**config.mk**
```make
export PLATFORM = sky130hd
export DESIGN_NAME = prefix_add_seq
export DESIGN_NICKNAME = d
export VERILOG_FILES = /design/src/rtl/prefix_add_pkg.sv /design/src/rtl/brent_kung8_cin.sv /design/src/rtl/prefix_add_seq.sv
export SDC_FILE = /design/constraint.sdc
export NUM_CORES = 1
export LEC_CHECK = 0
export BUFFER_PORTS_ARGS = -buffer_cell sky130_fd_sc_hd__buf_2
export CORE_AREA = 2 2 103 105
export CTS_CLUSTER_DIAMETER = 100
export DETAILED_ROUTE_END_ITERATION = 8
export DIE_AREA = 0 0 105 107
export PLACE_DENSITY = 0.67
export SLEW_MARGIN = 5
export SYNTH_ARGS = -nofsm -noshare
export SYNTH_HDL_FRONTEND = slang
export SYNTH_SLANG_ARGS = --single-unit
```
**constraint.sdc**
```tcl
create_clock -name clk -period 4.87 [get_ports clk]
set_clock_uncertainty 0.1 [all_clocks]
set_input_delay 0.974 -clock clk [delete_from_list [all_inputs] [get_ports clk]]
set_output_delay 0.974 -clock clk [all_outputs]
set_load 0.01 [all_outputs]
```
**src/rtl/prefix_add_pkg.sv**
```systemverilog
// rtl/prefix_add_pkg.sv - shared types, constants and prefix cells for the wide adder sequencer
package prefix_add_pkg;

  typedef enum logic [1:0] {
    ST_IDLE = 2'd0,
    ST_RUN  = 2'd1,
    ST_DONE = 2'd2
  } state_t;

  localparam int SLICE_W = 8;

  // Index counter width; a single-slice build still needs one bit.
  function automatic int idx_w(input int words);
    return (words > 1) ? $clog2(words) : 1;
  endfunction

  // GP cell: {generate, propagate} of one bit.
  function automatic logic [1:0] gp_cell(input logic a, input logic b);
    return {a & b, a ^ b};
  endfunction

  // Black cell: combines two groups into {g, p}.
  function automatic logic [1:0] black_cell(input logic gh, input logic ph,
                                            input logic gl, input logic pl);
    return {gh | (ph & gl), ph & pl};
  endfunction

  // Gray cell: group generate only, used once the low group is anchored at cin.
  function automatic logic gray_cell(input logic gh, input logic ph, input logic gl);
    return gh | (ph & gl);
  endfunction

endpackage

```
**src/rtl/brent_kung8_cin.sv**
```systemverilog
// rtl/brent_kung8_cin.sv - 8-bit Brent-Kung prefix adder with carry-in
module brent_kung8_cin
  import prefix_add_pkg::*;
(
  input  logic [7:0] a,
  input  logic [7:0] b,
  input  logic       cin,
  output logic [7:0] sum,
  output logic       cout
);

  logic [7:0] g, p;
  logic       g_0, g_1_0, g_2_0, g_3_0, g_4_0, g_5_0, g_6_0, g_7_0;
  logic       g_3_2, p_3_2, g_5_4, p_5_4, g_7_6, p_7_6, g_7_4, p_7_4;
  logic [7:0] c;

  for (genvar i = 0; i < 8; i++) begin : g_gp
    assign {g[i], p[i]} = gp_cell(a[i], b[i]);
  end

  // cin acts as generate at position -1 with zero propagate, so bit 0 is already a gray cell.
  assign g_0 = gray_cell(g[0], p[0], cin);

  // Up-sweep
  assign g_1_0          = gray_cell(g[1], p[1], g_0);
  assign {g_3_2, p_3_2} = black_cell(g[3], p[3], g[2], p[2]);
  assign {g_5_4, p_5_4} = black_cell(g[5], p[5], g[4], p[4]);
  assign {g_7_6, p_7_6} = black_cell(g[7], p[7], g[6], p[6]);
  assign g_3_0          = gray_cell(g_3_2, p_3_2, g_1_0);
  assign {g_7_4, p_7_4} = black_cell(g_7_6, p_7_6, g_5_4, p_5_4);
  assign g_7_0          = gray_cell(g_7_4, p_7_4, g_3_0);

  // Down-sweep fills in the remaining prefixes
  assign g_5_0 = gray_cell(g_5_4, p_5_4, g_3_0);
  assign g_2_0 = gray_cell(g[2], p[2], g_1_0);
  assign g_4_0 = gray_cell(g[4], p[4], g_3_0);
  assign g_6_0 = gray_cell(g[6], p[6], g_5_0);

  assign c    = {g_6_0, g_5_0, g_4_0, g_3_0, g_2_0, g_1_0, g_0, cin};
  assign sum  = p ^ c;
  assign cout = g_7_0;

endmodule

```
**src/rtl/prefix_add_seq.sv**
```systemverilog
// rtl/prefix_add_seq.sv - multi-cycle wide adder streaming 8-bit slices through one prefix adder
module prefix_add_seq
  import prefix_add_pkg::*;
#(
  parameter int WORDS = 4
) (
  input  logic                     clk,
  input  logic                     rst,
  input  logic                     in_valid,
  output logic                     in_ready,
  input  logic [SLICE_W*WORDS-1:0] in_a,
  input  logic [SLICE_W*WORDS-1:0] in_b,
  input  logic                     in_cin,
  output logic                     out_valid,
  input  logic                     out_ready,
  output logic [SLICE_W*WORDS-1:0] out_sum,
  output logic                     out_cout,
  output logic                     busy
);

  localparam int W     = SLICE_W * WORDS;
  localparam int IDX_W = idx_w(WORDS);
  localparam logic [IDX_W-1:0] LAST_IDX = IDX_W'(WORDS - 1);

  state_t             state;
  logic [W-1:0]       a_q, b_q, result;
  logic               carry;
  logic [IDX_W-1:0]   idx;
  logic               in_ready_q, out_valid_q, busy_q;
  logic [SLICE_W-1:0] sl_a, sl_b, sl_sum;
  logic               sl_cout;

  assign sl_a = a_q[SLICE_W*int'(idx) +: SLICE_W];
  assign sl_b = b_q[SLICE_W*int'(idx) +: SLICE_W];

  brent_kung8_cin u_adder (
    .a    (sl_a),
    .b    (sl_b),
    .cin  (carry),
    .sum  (sl_sum),
    .cout (sl_cout)
  );

  always_ff @(posedge clk) begin
    if (rst) begin
      state       <= ST_IDLE;
      in_ready_q  <= 1'b1;
      out_valid_q <= 1'b0;
      busy_q      <= 1'b0;
      a_q         <= '0;
      b_q         <= '0;
      result      <= '0;
      carry       <= 1'b0;
      idx         <= '0;
    end else begin
      case (state)
        ST_IDLE: begin
          if (in_valid) begin
            a_q        <= in_a;
            b_q        <= in_b;
            carry      <= in_cin;
            idx        <= '0;
            result     <= '0;
            state      <= ST_RUN;
            in_ready_q <= 1'b0;
            busy_q     <= 1'b1;
          end
        end
        ST_RUN: begin
          result[SLICE_W*int'(idx) +: SLICE_W] <= sl_sum;
          carry <= sl_cout;
          // Index parks on the last slice; it is reloaded at the next accept.
          if (idx == LAST_IDX) begin
            state       <= ST_DONE;
            out_valid_q <= 1'b1;
          end else begin
            idx <= idx + IDX_W'(1);
          end
        end
        ST_DONE: begin
          if (out_ready) begin
            state       <= ST_IDLE;
            out_valid_q <= 1'b0;
            in_ready_q  <= 1'b1;
            busy_q      <= 1'b0;
          end
        end
        default: begin
          state       <= ST_IDLE;
          out_valid_q <= 1'b0;
          in_ready_q  <= 1'b1;
          busy_q      <= 1'b0;
        end
      endcase
    end
  end

  assign in_ready  = in_ready_q;
  assign out_valid = out_valid_q;
  assign busy      = busy_q;
  assign out_sum   = result;
  assign out_cout  = carry;

endmodule
```
* After elaboration in Yosys (flattened, before gate mapping)
Index checks and enable logic that the tools add are counted.
** Word-level totals
- Output and inout port bits :: 36
- Input bits :: 69
- Word-level logic and storage cells :: 97
- Flip-flop bits (word level) :: 104
** Cells by class
- Shift operators :: 4
- Multiplexer cells :: 20
- Bitwise logic cells :: 47
- Reductions and logical operators :: 8
- Add/sub/neg operators :: 2
- Equality and inequality tests :: 7
** Operators by type and width (count)
- $pmux W32 S2 :: 1
- $shiftx A32 B6 Y8 :: 2
- $neg A5 Y33 :: 1
- $shift A8 B33 Y32 const A :: 1
- $shiftx A8 B33 Y32 :: 1
- $bwmux W32 :: 1
- $mux W32 :: 1
- $and A1 B1 Y1 :: 24
- $or A1 B1 Y1 :: 12
- $reduce_and A3 Y1 :: 4
- $mux W2 :: 5
- $pmux W1 S3 :: 3
- $ne A2 B2 Y1 const B :: 4
- $xor A1 B1 Y1 :: 8
- $xor A8 B8 Y8 :: 1
- $mux W1 :: 6
- $pmux W2 S3 :: 1
- $eq A2 B2 Y1 const B :: 2
- $pmux W2 S2 :: 1
- $reduce_and A2 Y1 :: 2
- $add A2 B1 Y2 const B :: 1
- $eq A2 B1 Y1 const B :: 1
- $logic_not A2 Y1 :: 1
- $not A1 Y1 :: 2
- other kinds (2) :: 2

* Logic depth before layout (Yosys ltp)
- Depth in word-level cells :: 16
- Gate-level depth with buffers :: 13
- Mapped depth without buffers :: 12

* Modules after synthesis
Synthesis repeated with hierarchy kept, for this count alone.
** Second synthesis, totals
- Cells, all modules :: 480
- Area, all modules :: 4551.9 um^2
** By module, submodules not included
- prefix_add_seq :: times used 1, sequential area each 2082.0 um^2, area an instance 4241.6 um^2, cells an instance 447
- brent_kung8_cin :: times used 1, sequential area each 0.0 um^2, area an instance 310.3 um^2, cells an instance 33

* Worst setup path before layout
OpenSTA, ideal clock, no wires.
- Path type :: reg-to-reg
- Start point :: register idx[0]
- End point :: register result[23] (netlist: out_sum[23])
- Setup time :: 0.128 ns
- Cell stages (with the launch flop) :: 14
- Data arrival time :: 3.176 ns
- Buffers on the path :: 1
- Path slack :: 1.467 ns
- Clock period less this slack :: 3.403 ns
- Required time :: 4.642 ns
- Cells stage by stage :: dfxtp_1 > buf_4 > mux4_2 > fa_1 > inv_1 > fa_1 > nor2b_1 > o2111ai_1 > nand3_1 > or2_2 > fa_1 > xor2_1 > a22oi_1 > nor2_1
** Between the ends
- Word-level cells in the longest chain between the ends :: 16
- Elaborated cells between the ends (all ways) :: 43
- Classes of those cells :: add/sub (1); shift (4); mux (2); bitwise (36)
** RTL lines
- start: declaration :: line prefix_add_seq.sv:28 : logic [IDX_W-1:0] idx;
- start signal: assignment :: line prefix_add_seq.sv:77 : idx <= idx + IDX_W'(1);
- $shiftx A32 B6 Y8 (on tied branches) :: line prefix_add_seq.sv:33, prefix_add_seq.sv:34
- $xor A1 B1 Y1 :: line prefix_add_pkg.sv:19 : return {a & b, a ^ b};
- $and A1 B1 Y1 :: line prefix_add_pkg.sv:30 : return gh | (ph & gl);
- $or A1 B1 Y1 :: line prefix_add_pkg.sv:30
- $and A1 B1 Y1 :: line prefix_add_pkg.sv:30
- $or A1 B1 Y1 :: line prefix_add_pkg.sv:30
- $and A1 B1 Y1 :: line prefix_add_pkg.sv:30
- $or A1 B1 Y1 :: line prefix_add_pkg.sv:30
- $and A1 B1 Y1 :: line prefix_add_pkg.sv:30
- $or A1 B1 Y1 :: line prefix_add_pkg.sv:30
- $and A1 B1 Y1 :: line prefix_add_pkg.sv:30
- $or A1 B1 Y1 :: line prefix_add_pkg.sv:30
- $xor A8 B8 Y8 :: line brent_kung8_cin.sv:40 : assign sum = p ^ c;
- $shiftx A8 B33 Y32 :: line prefix_add_seq.sv:70 : result[SLICE_W*int'(idx) +: SLICE_W] <= sl_sum;
- $bwmux W32 (*) :: line prefix_add_seq.sv:70
- $pmux W32 S2 (*) :: line prefix_add_seq.sv:56 : case (state)
- end signal: indexed assignment :: line prefix_add_seq.sv:70
- end: declaration :: line prefix_add_seq.sv:26 : logic [W-1:0] a_q, b_q, result;
Mark *: on every way between the ends. The rest lies on a longest branch, timed or not.
A chain may end at the register's enable or synchronous reset.

* Worst setup path in the final report
Same ends and word-level chain as after synthesis.

==> metrics.txt <==
Slew Viols, Final=0; compound-gate portion of the synthesized area=16.5%; unrepaired setup endpoints after global routing=no; Tot GR Track Use=19.5%; Post-CTS Hold Buffers=0; vias in the first global route=3503; Post-Synth XOR/XNOR Area=0.599%; outcome=completed; Lkg Pwr=2.18 nW; cell taking the most area after synthesis=dfxtp_1; total wire length=10600 µm; first-pass GRT wire length=17400 µm; sequential share of the synthesized area=47.5%; clock slew seen by the registers of the worst setup and hold paths=100 ps; hold violation count in the final report=0; Max-cap violations=0; largest net degree at the start of global routing=71; Max VDD drop=155 µV; vias=3611; worst skew pair latency=360 ps; final setup fails=0; top-count cell post-synth=nand2_1; CP Launch Point=idx[0]$_SDFFE_PP0P_; Setup Buffers After CTS=0; # rows=37; CP startpoint kind=flip-flop; Reg2Reg Setup Slack=1040 ps; # port buffers=104; Ys Warns=0; Max Root-Sink Buffers=2; syn_nets=563; Syn Std Cell Area=0.00438 mm²; average wire per standard cell=15.0 µm; post-synth top area share=47.5%; Crit Path Class=reg -> reg; main flop type after synthesis=dfxtp_1; die width=105 µm; clock sink total=104; die area=0.0112 mm²; hpwl dp=7880 µm; asr flop ratio synth=0%; Nets=650; RD Place Congestion=0.805; CTS tree=yes; pre-CTS WS=1020 ps; total grt overflow=0; Adder-Cell Fraction of Synth Area=5.14%; Mean Syn Cell Area=9.15 µm²; area growth from synthesis to layout=18.2%; critical path required time=5070 ps; Detail Route Antenna Nets=0; minimum clock period=3830 ps; CTS H-tree lvls=3; worst hold slack=359 ps; commonest cells in the netlist=135 x nand2_1, 104 x dfxtp_1, 72 x a21oi_1; share of cells above drive strength 1=26.1%; Antenna diodes=0; Setup TNS=0 ps; hold depth=2; reg2reg end=out_sum[23]$_SDFFE_PP0P_; largest family of logic cells by synthesized area=simple AND/OR/NAND/NOR gates; crit end category=flip-flop; Max-slew headroom=46.1%; critical path arrival=4030 ps; PnR worst setup slack=1040 ps; top cells by area, synth=dfxtp_1 47%, nand2_1 12%, a21oi_1 8.2%, mux4_2 8.2%, a22oi_1 3.1%; Reg2Reg Depth=11; RR Startpoint=idx[0]$_SDFFE_PP0P_; Via density=5.11; mux cell area share after synthesis=8.22%; worst-path maximum fanout=14; Core Footprint=0.0101 mm²; Post-synth EDFFs=0; drt first pass iters=5; initial antenna violation count=0; Post-Synth Simple-Gate Area=17.4%; initial DRC count=188; HP Class=reg -> reg; CTS Buf Count=9; DR DRC count=0; Ports=105; Cells after Synth=479; Distinct cells, synth=41; Initial Util=43.4%; Final period util=78.7%; Worst setup endpoint=out_sum[23]$_SDFFE_PP0P_; CTS resizes=0; Max Clock Freq=261 MHz; Die Height=107 µm; CTS Root Cell=clkbuf_8; pwr/cell area=334 mW/mm²; Worst Tran Pin Value=807 ps; #FFs+latches synth=104
==> registers in the layout (all words and copies together), names as in the netlist <==
signal and cells:
b_q 32, busy 1, out_cout 1, out_valid 1, state 2, a_q 32, in_ready 1, idx 2
out_sum 32
==> where the power goes <==
part	switching, mW	internal, mW
combinational	0.131	0.0918
sequential	0.0263	0.886
clock	0.289	0.305
==> placed cells by master, fill, tap and decap left out, types with 2 or more instances in the layout <==
master / n
a211oi_2: 2
a21oi_1: 72
a22o_1: 12
a22oi_1: 18
buf_2: 104
buf_4: 5
bufinv_16: 2
clkbuf_8: 10
clkinv_4: 2
clkinvlp_4: 2
dfxtp_1: 104
fa_1: 5
ha_1: 10
inv_1: 12
mux4_2: 16
nand2_1: 135
nand3_1: 3
nand3b_1: 2
nor2_1: 24
nor2b_1: 2
nor3_1: 2
o21ai_0: 6
xor2_1: 2
==> critical path: stages, from the launching register on <==
cell and delay (ps):
dfxtp_1 700, buf_4 370, mux4_2 550, ha_1 300, nor2b_1 150, o2111ai_1 210, nand3_1 140, or2_2 310
fa_1 380, xor2_1 290, a22oi_1 140, nor2_1 130
==> cells by family (layout without fill, tap and decap cells) <==
family / after synthesis / after routing
fa+ha+maj: 15 / 15
mux: 16 / 16
buf+inv: 45 / 137
xor+xnor: 3 / 3
simple gates: 178 / 178
compound gates: 118 / 118
flops: 104 / 104
==> per-stage QoR <==
stage               util (%)  total power [mW]  instance area, µm²  cells
finish                  51.3              1.73                5180    707
global route            51.3              1.81                5180    707
CTS                     51.3              1.74                5180    707
detailed placement      49.0              1.16                4950    691
global placement        49.0              1.15                4950    691
floorplan                  -              1.08                4380    479
==> metal layers <==
| metal | GRT usage [%] | vias up | wire length [µm] |
|---|---|---|---|
| li1 | - | 1813 | - |
| met1 | 28.2 | 1682 | 4980 |
| met2 | 30.4 | 104 | 5000 |
| met3 | 3.22 | 12 | 503 |
| met4 | 5.43 | 0 | 140 |
| met5 | 0 | - | 0 |
==> final cells by class <==
cell class	instances	area, µm²
fill	994	4910
multi-input combinational	330	2090
sequential	104	2080
timing repair buffer	109	558
tap	136	170
clock buffer	10	138
clock inverter	6	92.6
inverter	12	45.0
==> worst min-delay path by stage <==
stage	from	endpoint	slack [ps]
global route	a_q[13]$_SDFFE_PP0P_	a_q[13]$_SDFFE_PP0P_	380
global placement	a_q[7]$_SDFFE_PP0P_	a_q[7]$_SDFFE_PP0P_	340
finish	a_q[7]$_SDFFE_PP0P_	a_q[7]$_SDFFE_PP0P_	360
floorplan	a_q[16]$_SDFFE_PP0P_	a_q[16]$_SDFFE_PP0P_	330
CTS	a_q[7]$_SDFFE_PP0P_	a_q[7]$_SDFFE_PP0P_	360
detailed placement	a_q[13]$_SDFFE_PP0P_	a_q[13]$_SDFFE_PP0P_	350
(Power assumes the default switching activity.)
